===== src/rtl/load_extend_ctrl_if.sv =====
// Bundle between the load-path sequencer and its two neighbours: the
// memory-stage requester (start/ld_* in, busy/done/err/rdata out) and the
// data memory (mem_req/mem_addr out, mem_ack/mem_rdata in).
interface load_extend_ctrl_if;
  logic        start;
  logic [1:0]  ld_size;
  logic        ld_unsigned;
  logic [31:0] addr;
  logic        busy;
  logic        done;
  logic [31:0] rdata;
  logic        err;
  logic [1:0]  err_code;
  logic        mem_req;
  logic [31:0] mem_addr;
  logic        mem_ack;
  logic [31:0] mem_rdata;

  // Environment side: requester and data memory.
  modport master (
    output start, ld_size, ld_unsigned, addr, mem_ack, mem_rdata,
    input  busy, done, rdata, err, err_code, mem_req, mem_addr
  );

  // Controller side.
  modport slave (
    input  start, ld_size, ld_unsigned, addr, mem_ack, mem_rdata,
    output busy, done, rdata, err, err_code, mem_req, mem_addr
  );
endinterface


===== src/rtl/load_extend_ctrl.sv =====
// Load-path sequencer: accepts one LB/LBU/LH/LHU/LW request, issues a
// word-aligned read, picks the big-endian byte/halfword lane, extends it
// to 32 bits and reports done, or flags misalignment/reserved size/timeout.
module load_extend_ctrl #(
  parameter int unsigned TIMEOUT = 255
) (
  input  logic              clk,
  input  logic              rst_n,
  load_extend_ctrl_if.slave bus
);

  typedef enum logic [1:0] {
    S_IDLE = 2'd0,
    S_REQ  = 2'd1,
    S_DONE = 2'd2,
    S_ERR  = 2'd3
  } state_t;

  localparam logic [1:0] SZ_BYTE = 2'b00;
  localparam logic [1:0] SZ_HALF = 2'b01;
  localparam logic [1:0] SZ_WORD = 2'b10;
  localparam logic [1:0] SZ_RSVD = 2'b11;

  localparam logic [1:0] EC_MISALIGN = 2'b01;
  localparam logic [1:0] EC_RSVD     = 2'b10;
  localparam logic [1:0] EC_TIMEOUT  = 2'b11;

  // Last counter value before the request is abandoned.
  localparam logic [15:0] TO_LAST = 16'(TIMEOUT - 1);

  state_t      state_q,    state_d;
  logic [1:0]  size_q,     size_d;
  logic        uns_q,      uns_d;
  logic [1:0]  off_q,      off_d;
  logic [15:0] cnt_q,      cnt_d;
  logic [31:0] mem_addr_q, mem_addr_d;
  logic [31:0] rdata_q,    rdata_d;
  logic [1:0]  err_code_q, err_code_d;
  logic        busy_q,     busy_d;
  logic        mem_req_q,  mem_req_d;
  logic        done_q,     done_d;
  logic        err_q,      err_d;

  // Big-endian lane select followed by sign/zero extension.
  function automatic logic [31:0] extend_lane(
    input logic [31:0] word,
    input logic [1:0]  size,
    input logic        uns,
    input logic [1:0]  off
  );
    logic [7:0]  b;
    logic [15:0] h;
    logic [31:0] res;
    case (off)
      2'd0:    b = word[31:24];
      2'd1:    b = word[23:16];
      2'd2:    b = word[15:8];
      default: b = word[7:0];
    endcase
    h = off[1] ? word[15:0] : word[31:16];
    case (size)
      SZ_BYTE: res = uns ? {24'd0, b} : {{24{b[7]}}, b};
      SZ_HALF: res = uns ? {16'd0, h} : {{16{h[15]}}, h};
      default: res = word;
    endcase
    return res;
  endfunction

  // Next-state, datapath and registered-output decode.
  always_comb begin
    state_d    = state_q;
    size_d     = size_q;
    uns_d      = uns_q;
    off_d      = off_q;
    cnt_d      = cnt_q;
    mem_addr_d = mem_addr_q;
    rdata_d    = rdata_q;
    err_code_d = err_code_q;

    case (state_q)
      S_IDLE: begin
        if (bus.start) begin
          size_d = bus.ld_size;
          uns_d  = bus.ld_unsigned;
          off_d  = bus.addr[1:0];
          if (bus.ld_size == SZ_RSVD) begin
            state_d    = S_ERR;
            err_code_d = EC_RSVD;
          end else if ((bus.ld_size == SZ_HALF && bus.addr[0]) ||
                       (bus.ld_size == SZ_WORD && bus.addr[1:0] != 2'b00)) begin
            state_d    = S_ERR;
            err_code_d = EC_MISALIGN;
          end else begin
            state_d    = S_REQ;
            mem_addr_d = {bus.addr[31:2], 2'b00};
            cnt_d      = 16'd0;
          end
        end
      end
      S_REQ: begin
        // An ack on the last counted cycle still completes the load.
        if (bus.mem_ack) begin
          rdata_d = extend_lane(bus.mem_rdata, size_q, uns_q, off_q);
          state_d = S_DONE;
        end else if (cnt_q == TO_LAST) begin
          state_d    = S_ERR;
          err_code_d = EC_TIMEOUT;
        end else begin
          cnt_d = cnt_q + 16'd1;
        end
      end
      default: state_d = S_IDLE;
    endcase

    busy_d    = (state_d != S_IDLE);
    mem_req_d = (state_d == S_REQ);
    done_d    = (state_d == S_DONE);
    err_d     = (state_d == S_ERR);
  end

  // State and output registers; reset clears everything, aborting any load.
  always_ff @(posedge clk) begin
    if (!rst_n) begin
      state_q    <= S_IDLE;
      size_q     <= 2'b00;
      uns_q      <= 1'b0;
      off_q      <= 2'b00;
      cnt_q      <= 16'd0;
      mem_addr_q <= 32'd0;
      rdata_q    <= 32'd0;
      err_code_q <= 2'b00;
      busy_q     <= 1'b0;
      mem_req_q  <= 1'b0;
      done_q     <= 1'b0;
      err_q      <= 1'b0;
    end else begin
      state_q    <= state_d;
      size_q     <= size_d;
      uns_q      <= uns_d;
      off_q      <= off_d;
      cnt_q      <= cnt_d;
      mem_addr_q <= mem_addr_d;
      rdata_q    <= rdata_d;
      err_code_q <= err_code_d;
      busy_q     <= busy_d;
      mem_req_q  <= mem_req_d;
      done_q     <= done_d;
      err_q      <= err_d;
    end
  end

  assign bus.busy     = busy_q;
  assign bus.mem_req  = mem_req_q;
  assign bus.mem_addr = mem_addr_q;
  assign bus.done     = done_q;
  assign bus.rdata    = rdata_q;
  assign bus.err      = err_q;
  assign bus.err_code = err_code_q;

endmodule

===== src/flat_wrapper.sv =====
// flat-port wrapper written by rule: the top's interface ports become plain ports
module load_extend_ctrl_flat 
#(
  parameter int unsigned TIMEOUT = 255
)
  (clk, rst_n, bus_start, bus_ld_size, bus_ld_unsigned, bus_addr, bus_mem_ack, bus_mem_rdata, bus_busy, bus_done, bus_rdata, bus_err, bus_err_code, bus_mem_req, bus_mem_addr);
  load_extend_ctrl_if bus_i ();
  input  logic clk;
  input  logic rst_n;
  input wire logic [$bits(bus_i.start)-1:0] bus_start;
  input wire logic [$bits(bus_i.ld_size)-1:0] bus_ld_size;
  input wire logic [$bits(bus_i.ld_unsigned)-1:0] bus_ld_unsigned;
  input wire logic [$bits(bus_i.addr)-1:0] bus_addr;
  input wire logic [$bits(bus_i.mem_ack)-1:0] bus_mem_ack;
  input wire logic [$bits(bus_i.mem_rdata)-1:0] bus_mem_rdata;
  output wire logic [$bits(bus_i.busy)-1:0] bus_busy;
  output wire logic [$bits(bus_i.done)-1:0] bus_done;
  output wire logic [$bits(bus_i.rdata)-1:0] bus_rdata;
  output wire logic [$bits(bus_i.err)-1:0] bus_err;
  output wire logic [$bits(bus_i.err_code)-1:0] bus_err_code;
  output wire logic [$bits(bus_i.mem_req)-1:0] bus_mem_req;
  output wire logic [$bits(bus_i.mem_addr)-1:0] bus_mem_addr;
  assign bus_i.start = bus_start;
  assign bus_i.ld_size = bus_ld_size;
  assign bus_i.ld_unsigned = bus_ld_unsigned;
  assign bus_i.addr = bus_addr;
  assign bus_i.mem_ack = bus_mem_ack;
  assign bus_i.mem_rdata = bus_mem_rdata;
  assign bus_busy = bus_i.busy;
  assign bus_done = bus_i.done;
  assign bus_rdata = bus_i.rdata;
  assign bus_err = bus_i.err;
  assign bus_err_code = bus_i.err_code;
  assign bus_mem_req = bus_i.mem_req;
  assign bus_mem_addr = bus_i.mem_addr;
  load_extend_ctrl #(.TIMEOUT(TIMEOUT)) u_core (.clk(clk), .rst_n(rst_n), .bus(bus_i));
endmodule

===== config.mk =====
export PLATFORM = sky130hd
export DESIGN_NAME = load_extend_ctrl_flat
export DESIGN_NICKNAME = d
export VERILOG_FILES = /design/src/rtl/load_extend_ctrl_if.sv /design/src/rtl/load_extend_ctrl.sv /design/src/flat_wrapper.sv
export SDC_FILE = /design/constraint.sdc
export NUM_CORES = 1
export LEC_CHECK = 0
export ABC_AREA = 1
export BUFFER_PORTS_ARGS = -buffer_cell sky130_fd_sc_hd__buf_2
export CELL_PAD_IN_SITES_DETAIL_PLACEMENT = 1
export CELL_PAD_IN_SITES_GLOBAL_PLACEMENT = 2
export CORE_ASPECT_RATIO = 1.2
export CORE_MARGIN = 2
export CORE_UTILIZATION = 30
export CTS_CLUSTER_SIZE = 16
export DETAILED_ROUTE_END_ITERATION = 12
export PLACE_DENSITY_LB_ADDON = 0.1
export SLEW_MARGIN = 30
export SYNTH_ARGS = -nofsm -noshare
export SYNTH_HDL_FRONTEND = slang
export SYNTH_SLANG_ARGS = --single-unit

===== constraint.sdc =====
create_clock -name clk -period 4.2 [get_ports clk]
set_clock_uncertainty 0.15 [all_clocks]
set_input_delay 0.63 -clock clk [delete_from_list [all_inputs] [get_ports clk]]
set_output_delay 0.63 -clock clk [all_outputs]
set_load 0.03 [all_outputs]

==> results.md, run 1 <==
- Ys async rst share: 0%
- Ys flop type: dfxtp_1
- Post-Syn Area: 0.00455 mm²
- CTS Root Cell: clkbuf_16
- Max Clk Rate: 0.416 GHz
- Final hold violations: 0
- Min-Delay Path Class: reg2reg
- Post-synth cell types: 40
- Inst Count DP: 951
- Seq/Total Area, Yosys: 40.1%
- CTS Hold Bufs: 0
- Post-synth EDFFs: 0
- Most used cell, CP: nand2_1
- Worst EP required: 4.31 ns
- Layout Area Growth over Synthesis: 23.8%
- Final worst slack: 1.80 ns
- CTS buffer count: 9
- Vias per cell: 4.70
- # DRC: 0
- Yosys reg bits: 91
- Min-Delay Path Depth: 2
- RSZ-0062 raised after global routing: no
- Critical Path, Cell by Cell: inv_1, nand2_1, o221ai_1, o21ai_0, nand2_1, a21oi_1
- Worst-path maximum fanout: 21
- Pre-CTS WS: 1.61 ns
- Commonest non-fill, non-tap cells in the layout: nand2_1 (145), buf_2 (138), dfxtp_1 (91), inv_1 (71), o21ai_0 (58)
- Crit path max-delay cell type: dfxtp_1
- Fin cells: 967
- Commonest non-fill, non-tap cell in the layout: nand2_1
- Worst relative slew slack: 47.5%
- Pwr dens: 387 mW/mm²
- Setup Buffers After CTS: 0
- LEAKAGE: 2.63 nW
- Top post-synthesis cells by area: dfxtp_1 (40%), nand2_1 (12%), o21ai_0 (6.4%)
- Clock slew at reported path FFs: 0.08 ns
- Final instance area: 0.00563 mm²
- Mapped Cells: 641
- Routed Antenna Nets: 0
- Maximum VDD drop: 0.183 mV
- Min cycle time layout: 2.40 ns
- Critical path arrival: 2.52 ns
- Largest net degree at the start of global routing: 43
- Critical Path Stages: 6
- Worst-skew pair later-pin latency: 0.36 ns
- Fill cells: 1,954
- Crit Path Class: reg2reg
- IO Pins: 141
- Hold WS: 0.311 ns
- Horiz. Die Dim: 116 µm
- Drt wl/cell: 15.1 µm
- First-pass DRT Iterations: 6
- First-pass GRT wire length: 23.7 mm
- Max clock buf depth: 2
- NumNets Final: 831
- Layout cell share with drive strength beyond 1: 24.6%
- Setup TNS: 0 ns
- Max-slew violation count: 0
- Status: finished, final reports clean
- Die footprint: 0.0162 mm²
- Initial drt markers: 175
- Die Ht: 139 µm
- Family with the most delay on the worst path: flip-flops
- Mean post-synth cell area: 7.09 µm²
- CP bufs+invs: 1
- Vias in the first global route: 4,782
- Worst reg-to-reg path cell count: 6
- Pwr Total: 2.18 mW
- CP Capture Type: flip-flop
- Top-area cell type share of the netlist area: 40.1%
- Critical Path Source Type: flip-flop
- Post-CTS sizing: 0
- DP Area: 0.00534 mm²
- CTS tree: done
- Post-DP HPWL: 10.7 mm
- Clock sinks: 91
- Overall Global Routing Usage: 18.4%
- Worst slew pin tran: 0.786 ns
- CP peak stage delay: 0.84 ns
- Max cap viols: 0
- Initial Util: 30.5%
- Number of antenna diodes: 0
- Core Rows: 49
- Period utilization: 57.3%
- Core area: 0.0149 mm²
- Final setup violation count: 0
- # port buffers: 138
- YS warnings: 0
- Via count: 4,544
- Largest area contributor in the netlist: dfxtp_1
- Initial antenna violation count: 0
- H-tree Lvls: 3
- GRT Residual Overflow: 0
- RD Place Congestion: 0.792
- Layout Utilization: 37.8%
- Routed wire length: 14.6 mm
-- Yosys cell counts, types with 2 or more instances --
master    count
nand2_2       7
inv_1        71
o21ai_0      58
dfxtp_1      91
a21oi_1      53
buf_1         2
nand3_4       2
nor2_8        3
a21oi_2       9
o21ai_1       2
nor2_1       55
nand3_1      43
ha_1          2
o221ai_1      6
o21bai_1     28
a31oi_1       3
nand2_1     146
clkbuf_1     15
buf_4         4
buf_2        11
nand4_1       4
xor2_1        5
nand2_4       2
inv_2         3
-- per-layer routing --
layer / vias up / GRT usage (%) / wire length [µm]
li1: 2303 / - / -
met1: 2151 / 20.8 / 6110
met2: 80 / 34.0 / 7690
met3: 10 / 4.37 / 696
met4: 0 / 5.01 / 143
met5: - / 0 / 0
-- registers in the layout (all words and copies together) (netlist names), 2 cells and up --
| signal | cells |
|---|---|
| u_core.size_q | 2 |
| u_core.cnt_q | 16 |
| u_core.state_q | 2 |
| u_core.bus.rdata | 32 |
| u_core.bus.err_code | 2 |
| u_core.off_q | 2 |
| u_core.bus.mem_addr | 30 |
-- worst paths after layout --
path                                start                       to  slack (ns)
setup / recovery         u_core.size_q[1]      u_core.bus.rdata[5]        1.80
hold reg to reg   u_core.bus.mem_addr[30]  u_core.bus.mem_addr[30]        0.31
setup reg to reg         u_core.size_q[1]      u_core.bus.rdata[5]        1.80
hold / removal    u_core.bus.mem_addr[30]  u_core.bus.mem_addr[30]        0.31
-- where the power goes --
part	switching [mW]	internal, mW
Combinational	0.286	0.123
Sequential	0.0330	0.906
Clock	0.413	0.417
Total	0.732	1.45
-- worst min-delay path: stages, from the launching register on --
cell and delay, ns:
dfxtp_1 0.31, nand2_1 0.06, a21oi_1 0.05
-- final cells by class --
cell class | instances | area [µm²] | area share, %
multi-input combinational | 441 | 2260 | 40.2
sequential | 91 | 1820 | 32.4
timing repair buffer | 140 | 718 | 12.8
inverter | 75 | 282 | 5.00
tap | 204 | 255 | 4.53
clock buffer | 9 | 225 | 4.00
clock inverter | 7 | 63.8 | 1.13
-- kinds of logic (layout without fill, tap and decap cells) --
family | Yosys count | in the layout | share of synthesized area [%]
and+or+nand+nor | 268 | 268 | 26.6
buffers and inverters | 110 | 231 | 10.3
AOI/OAI and AO/OA | 163 | 163 | 21.2
other | 1 | 2 | 0.0825
DFF | 91 | 91 | 40.1
adders and majority gates | 2 | 2 | 0.550
xor gates and xnor gates | 6 | 6 | 1.16
Note: power is estimated with default switching activity, not from simulation.
==> run 2, diff against run 1 <==
CORE_UTILIZATION = 25   (was 30)
clock period = 2.1 ns   (was 4.2 ns; I/O delays follow)
==> run 2 against run 1 <==
Core utilization down 5.5 points. Cell count rose by 3.7%. Non-clock buffer count increased by 15. Clock power is 110% higher. Die area grew 19%. Critical endpoint is now u_core.cnt_q[14]. Routed wire length increased by 4.6%. Clock-buffer cell count stayed put.
==> results.md, run 2 (synthesis results as in run 1) <==
- Worst Setup SP: u_core.cnt_q[1]
- Max-slew violation count: 0
- CP Capture Point: u_core.cnt_q[14]
- Critical path arrival: 1.92 ns
- Maximum VDD drop: 0.347 mV
- RSZ-0062 raised after global routing: no
- Clock power share: 38.7%
- Max FFs per register: 32
- Pre-CTS WS: 0.295 ns
- Routed Antenna Nets: 0
- Worst R2R Setup Slack: 0.32 ns
- NumNets Final: 846
- R2r startpoint: u_core.cnt_q[1]
- Worst relative slew slack: 65.1%
- Core Rows: 54
- Worst EP required: 2.24 ns
- Largest net degree at the start of global routing: 38
- Part of the power in registers: 41.6%
- CP Capture Type: flip-flop
- Min-Delay Path Class: in2reg
- Worst reg-to-reg path cell count: 9
- Vias per cell: 4.56
- Post-CTS sizing: 0
- CTS tree: done
- GRT Residual Overflow: 0
- GR Util met2: 29.6%
- Grt met3 use: 2.88%
- Worst slew pin tran: 0.518 ns
- Grt met1 use: 18.3%
- Setup Buffers After CTS: 0
- # port buffers: 138
- Clock sinks: 91
- Final setup violation count: 0
- Critical Path Source Type: flip-flop
- First-pass GRT wire length: 24.3 mm
- Initial Util: 25.3%
- Initial drt markers: 158
- Period utilization: 84.8%
- Die Ht: 152 µm
- DP Area: 0.00549 mm²
- # DRC: 0
- Setup TNS: 0 ns
- Clock slew at reported path FFs: 0.07 ns
- H-tree Lvls: 3
- Layout cell share with drive strength beyond 1: 26.1%
- Sw frac: 32.1%
- Final worst slack: 0.320 ns
- Min cycle time layout: 1.78 ns
- First-pass DRT Iterations: 4
- RD Place Congestion: 0.796
- Post-DP HPWL: 11.6 mm
- Pint: 3.04 mW
- Routed wire length: 15.3 mm
- Final hold violations: 0
- Commonest non-fill, non-tap cell in the layout: nand2_1
- Final instance area: 0.00580 mm²
- RR Endpoint: u_core.cnt_q[14]
- Via count: 4,571
- Pwr dens: 771 mW/mm²
- Pwr Total: 4.47 mW
- Inst Count DP: 986
- CTS Root Cell: clkbuf_16
- CTS buffer count: 9
- Initial antenna violation count: 1
- Layout Area Growth over Synthesis: 27.6%
- Die footprint: 0.0193 mm²
- Horiz. Die Dim: 127 µm
- Net Sw Power: 1.43 mW
- Drt wl/cell: 15.3 µm
- Commonest non-fill, non-tap cells in the layout: nand2_1 (146), buf_2 (138), dfxtp_1 (91), inv_1 (71), o21ai_0 (58)
- CTS Hold Bufs: 0
- Max Clk Rate: 0.562 GHz
- Core area: 0.0180 mm²
- Crit Path Class: reg2reg
- Most Crowded Layer GR: met2
- Worst-path maximum fanout: 5
- Fin cells: 1,003
- Vias in the first global route: 4,731
- IO Pins: 141
- Max cap viols: 0
- Worst-skew pair later-pin latency: 0.35 ns
- LEAKAGE: 2.72 nW
- Max clock buf depth: 2
- Comb pwr share: 19.7%
- Status: finished, final reports clean
- Overall Global Routing Usage: 15.9%
## run 2: worst min-delay path by stage
stage | end | cells past startpoint | startpoint
CTS | u_core.bus.mem_addr[4] | 3 | bus_addr[4]
floorplan | u_core.size_q[0] | 2 | u_core.size_q[0]
global route | u_core.bus.mem_addr[13] | 3 | bus_addr[13]
global placement | u_core.bus.mem_addr[30] | 2 | u_core.bus.mem_addr[30]
finish | u_core.bus.mem_addr[4] | 3 | bus_addr[4]
detailed placement | u_core.bus.mem_addr[31] | 2 | u_core.bus.mem_addr[31]
## run 2: layout make-up
cell class / count / area (µm²)
fill: 2293 / 12200
multi-input combinational: 441 / 2260
sequential: 91 / 1820
timing repair buffer: 155 / 843
inverter: 75 / 282
tap: 224 / 280
clock buffer: 9 / 225
clock inverter: 7 / 82.6
antenna: 1 / 2.50
## run 2: power groups by stage
stage	logic [mW]	registers, mW	clock network [mW]
2_1_floorplan	0.443	2.04	0
3_3_place_gp	0.885	1.90	0
3_5_place_dp	0.897	1.90	0
4_1_cts	0.899	1.86	1.81
5_1_grt	0.975	1.87	1.87
6_report	0.879	1.86	1.73
## run 2: per-layer routing
layer	part of all wire [%]	wire length, µm
met1	43	6560
met2	52	7930
met3	3.9	592
met4	1.5	227
met5	0	0
## run 2: stage by stage
| stage | hold slack [ns] | utilization, % |
|---|---|---|
| after floorplan | 0.314 | - |
| after global placement | 0.295 | 30.5 |
| after detailed placement | 0.302 | 30.5 |
| after CTS | 0.0613 | 32.2 |
| after global routing | 0.0716 | 32.2 |
| final | 0.0760 | 32.3 |
## run 2: critical path, stage by stage (launching register included)
cell     delay [ns]
dfxtp_1        0.40
ha_1           0.26
nand3_1        0.18
nor2_1         0.23
nand3_1        0.10
nand2_1        0.07
nand2_1        0.04
nor2_1         0.10
nand2_1        0.08
a21oi_2        0.12
==> run 3, diff against run 2 <==
CORE_UTILIZATION = 27   (was 25)
clock period = 1.7 ns   (was 2.1 ns; I/O delays follow)
==> run 3 against run 2 <==
Global-route usage grew 1.6 points. Die area shrank 7.2%. Cell count grew 1.5%. Hold slack lost 0.061 ns. Routed wire length grew 2.3%.
==> results.md, run 3 (synthesis results as in run 1) <==
- Inst Count DP: 994
- First-pass DRT Iterations: 4
- Initial Util: 27.8%
- Worst EP required: 1.78 ns
- Min-Delay Path Class: in2reg
- FF/Latch Area: 0.00183 mm²
- NumNets Final: 872
- Post-DP HPWL: 11.5 mm
- Via count: 4,721
- Vias in the first global route: 4,970
- CTS Root Cell: clkbuf_16
- Core area: 0.0163 mm²
- RSZ-0062 raised after global routing: yes
- Worst-path maximum fanout: 8
- Max cap viols: 0
- Commonest non-fill, non-tap cells in the layout: nand2_1 (140), buf_2 (138), dfxtp_1 (84), inv_1 (70), o21ai_0 (57)
- LEAKAGE: 2.86 nW
- Worst reg-to-reg path cell count: 10
- Overall Global Routing Usage: 17.5%
- Max FFs per register: 32
- CP Capture Type: flip-flop
- Critical path arrival: 1.74 ns
- Status: finished, final reports clean
- Final instance area: 0.00609 mm²
- DP Area: 0.00564 mm²
- CTS tree: done
- Max-slew violation count: 0
- Hold path endpoint: u_core.bus.mem_addr[16]
- Max clock buf depth: 2
- CTS buffer count: 9
- # port buffers: 138
- Initial drt markers: 116
- Routed Antenna Nets: 0
- IO Pins: 141
- First-pass GRT wire length: 24.9 mm
- Vias per cell: 4.64
- Horiz. Die Dim: 122 µm
- Final setup violation count: 0
- Largest net degree at the start of global routing: 61
- RR Endpoint: u_core.cnt_q[12]
- Setup TNS: 0 ns
- Worst R2R Setup Slack: 0.04 ns
- Max Clk Rate: 0.602 GHz
- Period utilization: 97.6%
- Fin cells: 1,018
- Pwr dens: 921 mW/mm²
- Worst Setup SP: u_core.cnt_q[0]
- Final hold violations: 0
- Routed wire length: 15.7 mm
- R2r startpoint: u_core.cnt_q[0]
- RD Place Congestion: 0.839
- Layout cell share with drive strength beyond 1: 31.2%
- Commonest non-fill, non-tap cell in the layout: nand2_1
- Min cycle time layout: 1.66 ns
- Core Rows: 51
- Die Ht: 146 µm
- Layout Area Growth over Synthesis: 34.0%
- Clock sinks: 91
- Min-Delay Path Depth: 3
- Hold_sp: bus_addr[16]
- Drt wl/cell: 15.4 µm
- Worst-skew pair later-pin latency: 0.35 ns
- Maximum VDD drop: 0.532 mV
- Crit Path Class: reg2reg
- H-tree Lvls: 3
- Pwr Total: 5.61 mW
- Fill cells: 2,117
- Initial antenna violation count: 1
- Area taken by multi-input logic gates: 0.00236 mm²
- GRT Residual Overflow: 0
- Die footprint: 0.0179 mm²
- Clock slew at reported path FFs: 0.07 ns
- Critical Path Source Type: flip-flop
- # DRC: 0
## run 3: layout make-up
class                   count  share of cell area (%)
well taps                 212                    4.35
inverters                  75                    4.62
clock buffers              10                    3.76
flip-flops and latches     91                    30.1
clock inverters             6                    1.19
multi-input cells         443                    38.7
repair buffers            179                    17.2
diodes                      2                  0.0822
## run 3: metrics by stage
step                setup WS, ns  utilization (%)  hold slack [ns]
finish                    0.0400             37.3           0.0146
global route             -0.0345             37.3           0.0309
CTS                      0.00673             36.5          0.00297
detailed placement       -0.0374             34.5            0.300
global placement          0.0482             34.5            0.295
floorplan                 0.0819                -            0.273
## run 3: metal layers
metal | wire length [µm] | global-route usage [%] | part of all wire (%)
met1 | 6590 | 20.0 | 42
met2 | 8060 | 31.5 | 51
met3 | 665 | 3.40 | 4.2
met4 | 339 | 6.78 | 2.2
met5 | 0 | 0 | 0
## run 3: worst max path at each step
stage,endpoint,cells after the start
floorplan,u_core.cnt_q[10],10
CTS,u_core.cnt_q[0],9
global route,u_core.cnt_q[12],10
global placement,u_core.cnt_q[14],9
finish,u_core.cnt_q[12],10
detailed placement,u_core.cnt_q[11],9
## run 3: timing repair
item | in CTS | in global routing
hold buffers | 0 | 0
pin swaps | 3 | 7
gates resized for setup | 2 | 27
cloned | 1 | 1
buffers inserted | 1 | 3
endpoints found under the hold margin | 0 | 0
setup endpoints to repair | 16 | 35
## run 3: critical path, stage by stage, from the launching register on
cell	delay, ns
dfxtp_2	0.34
inv_2	0.06
ha_1	0.15
nand3_1	0.09
nor2_2	0.13
nand3_4	0.16
nand2_8	0.14
nor2_4	0.05
buf_12	0.14
nand2_1	0.07
a21oi_2	0.05
## run 3: report_power, final
group | leakage (nW) | switching, mW | internal, mW | total [mW]
Combinational | 1.97 | 0.789 | 0.416 | 1.20
Clock | 0.144 | 0.945 | 1.16 | 2.10
Sequential | 0.744 | 0.0580 | 2.24 | 2.30
Total | 2.86 | 1.79 | 3.82 | 5.61
